===== src/rtl/binary_codec_pkg.sv =====
// Shared definitions for the binary encoder/decoder pair.
//   enc_state_e : encoder output-stage state (EMPTY / FULL)
//   DefaultN    : default number of request lines
//   MaxN        : widest vector prio_idx() can scan
//   prio_idx()  : index of the lowest set bit (0 when the vector is all zero)
package binary_codec_pkg;

  typedef enum logic {ENC_EMPTY, ENC_FULL} enc_state_e;

  localparam int unsigned DefaultN = 4;
  localparam int unsigned MaxN     = 32;

  function automatic int unsigned prio_idx(input logic [MaxN-1:0] vec);
    int unsigned idx;
    idx = 0;
    // Scan from the top so the lowest set bit is the last one written.
    for (int i = MaxN - 1; i >= 0; i--) begin
      if (vec[i]) idx = unsigned'(i);
    end
    return idx;
  endfunction

endpackage


===== src/rtl/prio_enc.sv =====
// Combinational N -> log2(N) priority encoder, lowest index wins.
// Optional feature macro: MULTI_HOT_CHK_EN (adds multi_o).
//   vec_i   : request vector
//   idx_o   : index of the lowest set bit (0 when vec_i == 0)
//   none_o  : vec_i is all zero
//   multi_o : (MULTI_HOT_CHK_EN) more than one bit of vec_i is set
module prio_enc
  import binary_codec_pkg::*;
#(
  parameter int unsigned N = DefaultN,
  localparam int unsigned W = $clog2(N)
) (
  input  logic [N-1:0] vec_i,
  output logic [W-1:0] idx_o,
  output logic         none_o
`ifdef MULTI_HOT_CHK_EN
  ,
  output logic         multi_o
`endif
);

  logic [MaxN-1:0] vec_ext;

  always_comb begin
    vec_ext         = '0;
    vec_ext[N-1:0]  = vec_i;
  end

  assign idx_o  = W'(prio_idx(vec_ext));
  assign none_o = ~|vec_i;

`ifdef MULTI_HOT_CHK_EN
  // Clearing the lowest set bit leaves something iff more than one bit was set.
  assign multi_o = |(vec_i & (vec_i - {{(N-1){1'b0}}, 1'b1}));
`endif

endmodule


===== src/rtl/binary_encoder.sv =====
// Registered priority encoder with valid/ready on both sides and one register stage.
// Optional feature macro: MULTI_HOT_CHK_EN (adds out_multi and multi_cnt).
//   clk, rst_n           : clock, asynchronous active-low reset
//   in_valid/in_ready    : input handshake, in_vec is the request vector
//   out_valid/out_ready  : output handshake
//   out_idx, out_none    : lowest-set-bit index and all-zero flag of the captured vector
//   out_multi, multi_cnt : (MULTI_HOT_CHK_EN) multi-hot flag, saturating multi-hot count
module binary_encoder
  import binary_codec_pkg::*;
#(
  parameter int unsigned N = DefaultN,
  localparam int unsigned W = $clog2(N)
) (
  input  logic         clk,
  input  logic         rst_n,
  input  logic         in_valid,
  output logic         in_ready,
  input  logic [N-1:0] in_vec,
  output logic         out_valid,
  input  logic         out_ready,
  output logic [W-1:0] out_idx,
  output logic         out_none
`ifdef MULTI_HOT_CHK_EN
  ,
  output logic         out_multi,
  output logic [7:0]   multi_cnt
`endif
);

  enc_state_e state_q, state_d;
  logic [W-1:0] idx_q, idx_d, enc_idx;
  logic         none_q, none_d, enc_none;
  logic         accept, complete;

`ifdef MULTI_HOT_CHK_EN
  logic       multi_q, multi_d, enc_multi;
  logic [7:0] cnt_q, cnt_d;
`endif

  prio_enc #(
    .N (N)
  ) u_prio_enc (
    .vec_i   (in_vec),
    .idx_o   (enc_idx),
    .none_o  (enc_none)
`ifdef MULTI_HOT_CHK_EN
    ,
    .multi_o (enc_multi)
`endif
  );

  // Ready passes straight through from downstream so a full stage never bubbles.
  assign in_ready = (state_q == ENC_EMPTY) | out_ready;
  assign accept   = in_valid & in_ready;
  assign complete = out_valid & out_ready;

  always_comb begin
    state_d = state_q;
    case (state_q)
      ENC_EMPTY: if (accept) state_d = ENC_FULL;
      ENC_FULL:  if (complete && !accept) state_d = ENC_EMPTY;
      default:   state_d = ENC_EMPTY;
    endcase
  end

  always_comb begin
    idx_d  = accept ? enc_idx  : idx_q;
    none_d = accept ? enc_none : none_q;
`ifdef MULTI_HOT_CHK_EN
    multi_d = accept ? enc_multi : multi_q;
    cnt_d   = cnt_q;
    if (accept && enc_multi && (cnt_q != 8'hFF)) cnt_d = cnt_q + 8'd1;
`endif
  end

  always_ff @(posedge clk or negedge rst_n) begin
    if (!rst_n) begin
      state_q <= ENC_EMPTY;
      idx_q   <= '0;
      none_q  <= 1'b0;
`ifdef MULTI_HOT_CHK_EN
      multi_q <= 1'b0;
      cnt_q   <= 8'h00;
`endif
    end else begin
      state_q <= state_d;
      idx_q   <= idx_d;
      none_q  <= none_d;
`ifdef MULTI_HOT_CHK_EN
      multi_q <= multi_d;
      cnt_q   <= cnt_d;
`endif
    end
  end

  assign out_valid = (state_q == ENC_FULL);
  assign out_idx   = idx_q;
  assign out_none  = none_q;
`ifdef MULTI_HOT_CHK_EN
  assign out_multi = multi_q;
  assign multi_cnt = cnt_q;
`endif

endmodule


===== config.mk =====
export PLATFORM = sky130hd
export DESIGN_NAME = binary_encoder
export DESIGN_NICKNAME = d
export VERILOG_FILES = /design/src/rtl/binary_codec_pkg.sv /design/src/rtl/prio_enc.sv /design/src/rtl/binary_encoder.sv
export SDC_FILE = /design/constraint.sdc
export NUM_CORES = 1
export LEC_CHECK = 0
export CAP_MARGIN = 30
export CORE_AREA = 2 2 39 41
export CTS_CLUSTER_DIAMETER = 150
export DETAILED_ROUTE_END_ITERATION = 10
export DIE_AREA = 0 0 41 43
export SLEW_MARGIN = 10
export SYNTH_ARGS = -nofsm -noshare
export SYNTH_HDL_FRONTEND = slang
export SYNTH_HIERARCHICAL = 1
export SYNTH_SLANG_ARGS = --single-unit

===== constraint.sdc =====
create_clock -name clk -period 1 [get_ports clk]
set_input_delay 0.3 -clock clk [delete_from_list [all_inputs] [get_ports clk]]
set_output_delay 0.3 -clock clk [all_outputs]
set_load 0.01 [all_outputs]

==> results.py, run 1 <==
metrics = {
    "synthesis": {
        "synth.avg_cell_area_um2": 13.4,
        "synth-seq-cells": 4,
        "synthCells": 16,
        "yosys.area.top_type_share_pct": 46.8,
        "synthDistinctLibCells": 11,
        "yosys_most_used_dff": "dfrtp_1",
        "synthArstFlopShare_pct": 100,
        "synth_common_cells": "4 x dfrtp_1, 3 x mux2_4",
        "syn_area_um2": 214,
        "synth.top_cells.by_area": "dfrtp_1 47%, mux2_4 21%, nand2b_4 6.4%, nor4_2 5.8%, nand2_4 5.3%",
        "synth_edf_count": 0,
        "yosysSeqAreaShare_pct": 46.8,
        "syn_nets": 24,
        "yosysTopAreaCell": "dfrtp_1",
        "yosysMostFrequentCell": "dfrtp_1",
        "synth_warnings": 6,
    },
    "sta": {
        "maxSlewHeadroom_pct": 87.6,
        "min_period_over_period_pct": 111,
        "finalHoldViolations": 0,
        "max_freq_ghz": 0.897,
        "setup_violations": 8,
        "fin_ws_ns": -0.115,
        "setup_tns_ns": -0.523,
        "rsz0062_at_grt": "yes",
        "fin_crit_ns": 1.11,
        "worst_slew_pin_slew_ns": 0.184,
        "fin_worst_skew_ns": 0.00366,
        "final_max_slew_viol_count": 0,
    },
    "clocking": {
        "htree_levels": 1,
        "cts_tree": "yes",
        "path_clk_slew_ns": 0.04,
        "clockRootBuffer": "clkbuf_4",
        "numCtsBuffers": 3,
        "clk_path_buf_depth": 2,
        "cts_hold_buffers": 0,
        "clk_latency_ns": 0.23,
        "cts_num_sinks": 4,
    },
    "critical_path": {
        "arrival_ns": 0.81,
        "worstSetupPathType": "flop to output port",
        "crit_end": "in_ready",
        "reg2reg_slack_ns": -0.08,
        "r2r_end": "out_none$_DFFE_PN0P_",
        "end_kind": "output port",
        "cp-start-kind": "flop",
        "crit_required_ns": 0.70,
        "crit_start": "out_valid$_DFF_PN0_",
        "r2r_cells": 4,
        "regToRegStartpoint": "out_valid$_DFF_PN0_",
        "path_max_fanout": 2,
    },
    "finish": {
        "seq_area_um2": 100,
        "fin_nets": 49,
        "multi_input_area_um2": 110,
        "areaGrowthSynthToFinish_pct": 97.1,
        "drive_gt1_share_pct": 56.4,
        "diodes": 0,
        "fillerInstances": 151,
    },
    "route": {
        "via_per_inst": 3.69,
        "first_pass_iters": 2,
        "drt_iter0_drc": 1,
        "num_vias": 203,
        "route.detailed.drc": 0,
        "avgRoutedWirePerCell_um": 8.85,
        "wl_um": 487,
        "ant_nets": 0,
    },
    "floorplanning": {
        "die_h_um": 43,
        "rows": 14,
        "core_area_um2": 1380,
        "initial_utilization_pct": 15.5,
        "die_w_um": 41,
        "die-area_um2": 1760,
        "io-pin-count": 13,
    },
    "place": {
        "gp_congestion": 0.684,
        "dp_slack_ns": -0.699,
        "port_buffers": 12,
    },
    "status": {
        "violations": "negative setup slack",
        "status": "finished with violations",
    },
    "grt": {
        "grt_pass1_wl_um": 759,
        "grt_use_total_pct": 6.94,
        "antenna_found_initial": 0,
        "grt.overflow.total": 0,
        "grt_max_degree": 5,
        "grt_pass1_vias": 198,
    },
    "power_and_ir_drop": {
        "p_sw_share_pct": 22.7,
        "seqPwrFrac_pct": 34.6,
        "powerDensity_nw_per_um2": 1280,
        "intPower_mw": 0.419,
        "p_comb_share_pct": 29.3,
        "irDropWorstVdd_mv": 0.464,
        "switchingPower_mw": 0.123,
        "clkPwrFrac_pct": 36.0,
        "p_leak_nw": 0.219,
    },
    "job": {
        "maxCapViolations": 0,
    },
    "hold_path": {
        "min_path_type": "primary input to async pin",
    },
}
[cell families after synthesis]
logic type	Yosys count	synth area share, %
AND/OR/NAND/NOR	7	28.1
flip-flops	4	46.8
buffers and inverters	1	1.75
multiplexers	3	21.1
AO/OA/AOI/OAI	1	2.34
[worst min path at each step]
stage	from	end	slack (ns)	depth (start not counted)
floorplan	rst_n	out_idx[0]$_DFFE_PN0P_	0.004	0
global placement	rst_n	out_none$_DFFE_PN0P_	0.52	1
detailed placement	rst_n	out_none$_DFFE_PN0P_	0.52	1
CTS	rst_n	out_idx[0]$_DFFE_PN0P_	0.27	1
global route	rst_n	out_idx[0]$_DFFE_PN0P_	0.29	1
finish	rst_n	out_idx[0]$_DFFE_PN0P_	0.27	1
[critical path, cell delays in order, from the launching register on]
cell and delay, ns:
dfrtp_1 0.40, nand2b_4 0.09, buf_6 0.10
[placed cells by master (no fill, tap or decap)]
cell             n
nor4_2           1
or2b_1           1
buf_6            2
nor3_1           1
nand2b_4         1
clkdlybuf4s50_1  5
dfrtp_1          4
nand2_4          1
nor2_1           1
buf_2            3
dlygate4sd2_1    2
a21oi_1          1
clkbuf_4         3
nand2b_1         1
inv_1            1
buf_4            8
mux2_4           3
[metal layers]
layer | vias to the layer above | part of all wire [%] | track usage, %
li1 | 103 | - | -
met2 | 13 | 35 | 7.50
met1 | 87 | 47 | 8.09
met4 | 0 | 0 | 4.00
met5 | - | 0 | 0
met3 | 0 | 18 | 7.33
[state kept, by name, summed over array words and instances, names as in the netlist]
signal and cells:
out_valid 1, out_idx 2, out_none 1
[what timing repair did]
item,CTS,global route
setup endpoints to repair,9,8
resized for setup,23,1
buffers inserted,3,0
hold endpoints to repair,0,0
[area by class of cell]
| type | count | share of cell area (%) |
|---|---|---|
| clock buffers | 3 | 5.34 |
| inverters | 1 | 0.890 |
| multi-input cells | 11 | 26.1 |
| flip-flops and latches | 4 | 23.7 |
| well taps | 16 | 4.75 |
| repair buffers | 20 | 39.2 |
[power groups by stage]
stage | Clock [mW] | Combinational (mW) | Sequential [mW]
detailed placement | 0 | 0.152 | 0.190
global placement | 0 | 0.151 | 0.189
global route | 0.218 | 0.172 | 0.189
finish | 0.195 | 0.159 | 0.187
floorplan | 0 | 0.0432 | 0.196
CTS | 0.209 | 0.155 | 0.186
[per-stage QoR]
| stage | hold WS [ns] | area [um^2] | utilization, % | power, mW | cells |
|---|---|---|---|---|---|
| floorplan | 0.00441 | 214 | - | 0.239 | 16 |
| global route | 0.285 | 422 | 30.5 | 0.578 | 55 |
| global placement | 0.516 | 392 | 28.3 | 0.340 | 49 |
| CTS | 0.269 | 415 | 30.0 | 0.549 | 55 |
| detailed placement | 0.521 | 392 | 28.3 | 0.342 | 49 |
| finish | 0.272 | 422 | 30.5 | 0.541 | 55 |
Note: power is estimated with default switching activity, not from simulation.
==> run 2: changes to the inputs <==
CTS_CLUSTER_DIAMETER = unset   (was 150)
SLEW_MARGIN = 5   (was 10)
==> results of run 2 <==
The final DEF is identical to that of run 1; final timing and power are the same.
==> run 3: changes to the inputs <==
SKIP_CTS_REPAIR_TIMING = 1   (was unset)
==> run 3 against run 2 <==
  * Non-clock buffer count unchanged
  * Sequential cell count unchanged
  * First-iteration DRC count unchanged
  * Maximum frequency decreased by 0.43%
  * Hold slack got worse by 0.00060 ns
  * Design area increased by 3.6%
  * The flow still finishes with violations (negative setup slack)
  * Cell count unchanged
  * Clock skew about the same
  * Total power increased by 0.57%
  * Via count decreased by 0.99%
  * Critical path type unchanged
  * Routed wire length increased by 0.82%
==> results.py, run 3 (synthesis results as in run 1) <==
metrics = {
    "sta": {
        "final_max_slew_viol_count": 0,
        "finalHoldViolations": 0,
        "fin_crit_ns": 1.12,
        "setup_violations": 8,
        "min_period_over_period_pct": 112,
        "holdWs_ns": 0.272,
        "fin_worst_skew_ns": 0.00365,
        "rsz0062_at_grt": "yes",
        "max_freq_ghz": 0.893,
        "fin_ws_ns": -0.119,
        "worst_slew_pin_slew_ns": 0.184,
        "maxSlewHeadroom_pct": 87.6,
    },
    "finish": {
        "final_cell_mix": "8 x buf_4, 5 x clkdlybuf4s50_1, 4 x dfrtp_1",
        "fin_nets": 49,
        "fin_util_pct": 31.6,
        "fillerInstances": 149,
        "multi_input_area_um2": 110,
        "diodes": 0,
        "layout_commonest_cell": "buf_4",
        "largest_reg_flops": 2,
        "seq_area_um2": 100,
        "finalNonFillerCells": 55,
        "areaGrowthSynthToFinish_pct": 104,
        "drive_gt1_share_pct": 53.8,
    },
    "critical_path": {
        "crit_family": "flip-flops",
        "cpPeakStageDelay_ns": 0.40,
        "crit_slowest_cell": "dfrtp_1",
        "regToRegStartpoint": "out_valid$_DFF_PN0_",
        "cp-start-kind": "flop",
        "crit_required_ns": 0.70,
        "end_kind": "output port",
        "path_cells": "dlymetal6s2s_1",
        "r2r_cells": 4,
        "crit_end": "out_valid",
        "reg2reg_slack_ns": -0.08,
        "crit_start": "out_valid$_DFF_PN0_",
        "r2r_end": "out_none$_DFFE_PN0P_",
        "path_max_fanout": 2,
        "path_depth": 1,
        "path_buf_inv": 1,
        "worstSetupPathType": "flop to output port",
        "arrival_ns": 0.82,
    },
    "route": {
        "first_pass_iters": 2,
        "ant_nets": 0,
        "route.detailed.drc": 0,
        "wl_met2_um": 171,
        "num_vias": 201,
        "highest_layer": "met3",
        "wl_met3_um": 73,
        "via_per_inst": 3.65,
        "wl_um": 491,
        "wl_met1_um": 245,
        "drt_iter0_drc": 1,
        "avgRoutedWirePerCell_um": 8.93,
    },
    "grt": {
        "antenna_found_initial": 0,
        "grt_max_degree": 5,
        "grt_pass1_wl_um": 717,
        "grt_pass1_vias": 186,
        "grt_use_total_pct": 6.64,
        "grt.overflow.total": 0,
    },
    "power_and_ir_drop": {
        "p_sw_share_pct": 22.4,
        "seqPwrFrac_pct": 34.4,
        "clkPwrFrac_pct": 35.8,
        "power_mw": 0.544,
        "p_comb_share_pct": 29.7,
        "p_leak_nw": 0.241,
        "intPower_mw": 0.422,
        "powerDensity_nw_per_um2": 1250,
        "switchingPower_mw": 0.122,
        "irDropWorstVdd_mv": 0.464,
    },
    "clocking": {
        "clk_path_buf_depth": 2,
        "clockRootBuffer": "clkbuf_4",
        "path_clk_slew_ns": 0.04,
        "htree_levels": 1,
        "cts_num_sinks": 4,
        "numCtsBuffers": 3,
        "cts_tree": "yes",
        "clk_latency_ns": 0.23,
    },
    "place": {
        "dp_cells": 49,
        "gp_congestion": 0.684,
        "port_buffers": 12,
    },
    "floorplanning": {
        "rows": 14,
        "die_w_um": 41,
        "initial_utilization_pct": 15.5,
        "core_area_um2": 1380,
        "io-pin-count": 13,
        "die-area_um2": 1760,
        "die_h_um": 43,
    },
    "job": {
        "maxCapViolations": 0,
    },
    "hold_path": {
        "min_path_type": "primary input to async pin",
    },
    "status": {
        "status": "finished with violations",
        "violations": "negative setup slack",
    },
}
-- run 3: cell types whose count changed in the layout (fill, tap and decap cells not counted), sizes merged --
| cell | delta |
|---|---|
| buf | -1 |
| dlygate4sd2 | -2 |
| dlymetal6s2s | +3 |
-- run 3: area by class of cell --
| type | instances | area share, % |
|---|---|---|
| Clock buffer | 3 | 5.16 |
| Inverter | 1 | 0.860 |
| Multi-Input combinational cell | 11 | 25.2 |
| Sequential cell | 4 | 22.9 |
| Tap cell | 16 | 4.58 |
| Timing Repair Buffer | 20 | 41.3 |
-- run 3: how the worst min path moves through the flow --
stage	from	endpoint	slack [ns]	cells after the start
after detailed placement	rst_n	out_none$_DFFE_PN0P_	0.52	1
after CTS	rst_n	out_idx[0]$_DFFE_PN0P_	0.27	1
after floorplan	rst_n	out_idx[0]$_DFFE_PN0P_	0.004	0
after global routing	rst_n	out_idx[0]$_DFFE_PN0P_	0.29	1
after global placement	rst_n	out_none$_DFFE_PN0P_	0.52	1
final	rst_n	out_idx[0]$_DFFE_PN0P_	0.27	1
-- run 3: power groups by stage --
stage	Clock, mW	Combinational (mW)	Sequential, mW
4_1_cts	0.209	0.152	0.188
5_1_grt	0.218	0.176	0.188
2_1_floorplan	0	0.0432	0.196
3_3_place_gp	0	0.151	0.189
6_report	0.195	0.162	0.187
3_5_place_dp	0	0.152	0.190
-- run 3: layer usage --
layer,up-vias,GRT usage [%]
met2,13,6.88
met3,0,6.81
li1,101,-
met5,-,0
met1,87,8.09
met4,0,4.00
-- run 3: per-stage QoR --
stage	setup slack [ns]	TNS (ns)	instance area [um^2]
detailed placement	-0.699	-3.17	392
CTS	-0.705	-3.22	414
global placement	-0.695	-3.08	392
floorplan	-0.00544	-0.0163	214
finish	-0.119	-0.546	437
global route	-0.155	-0.805	437
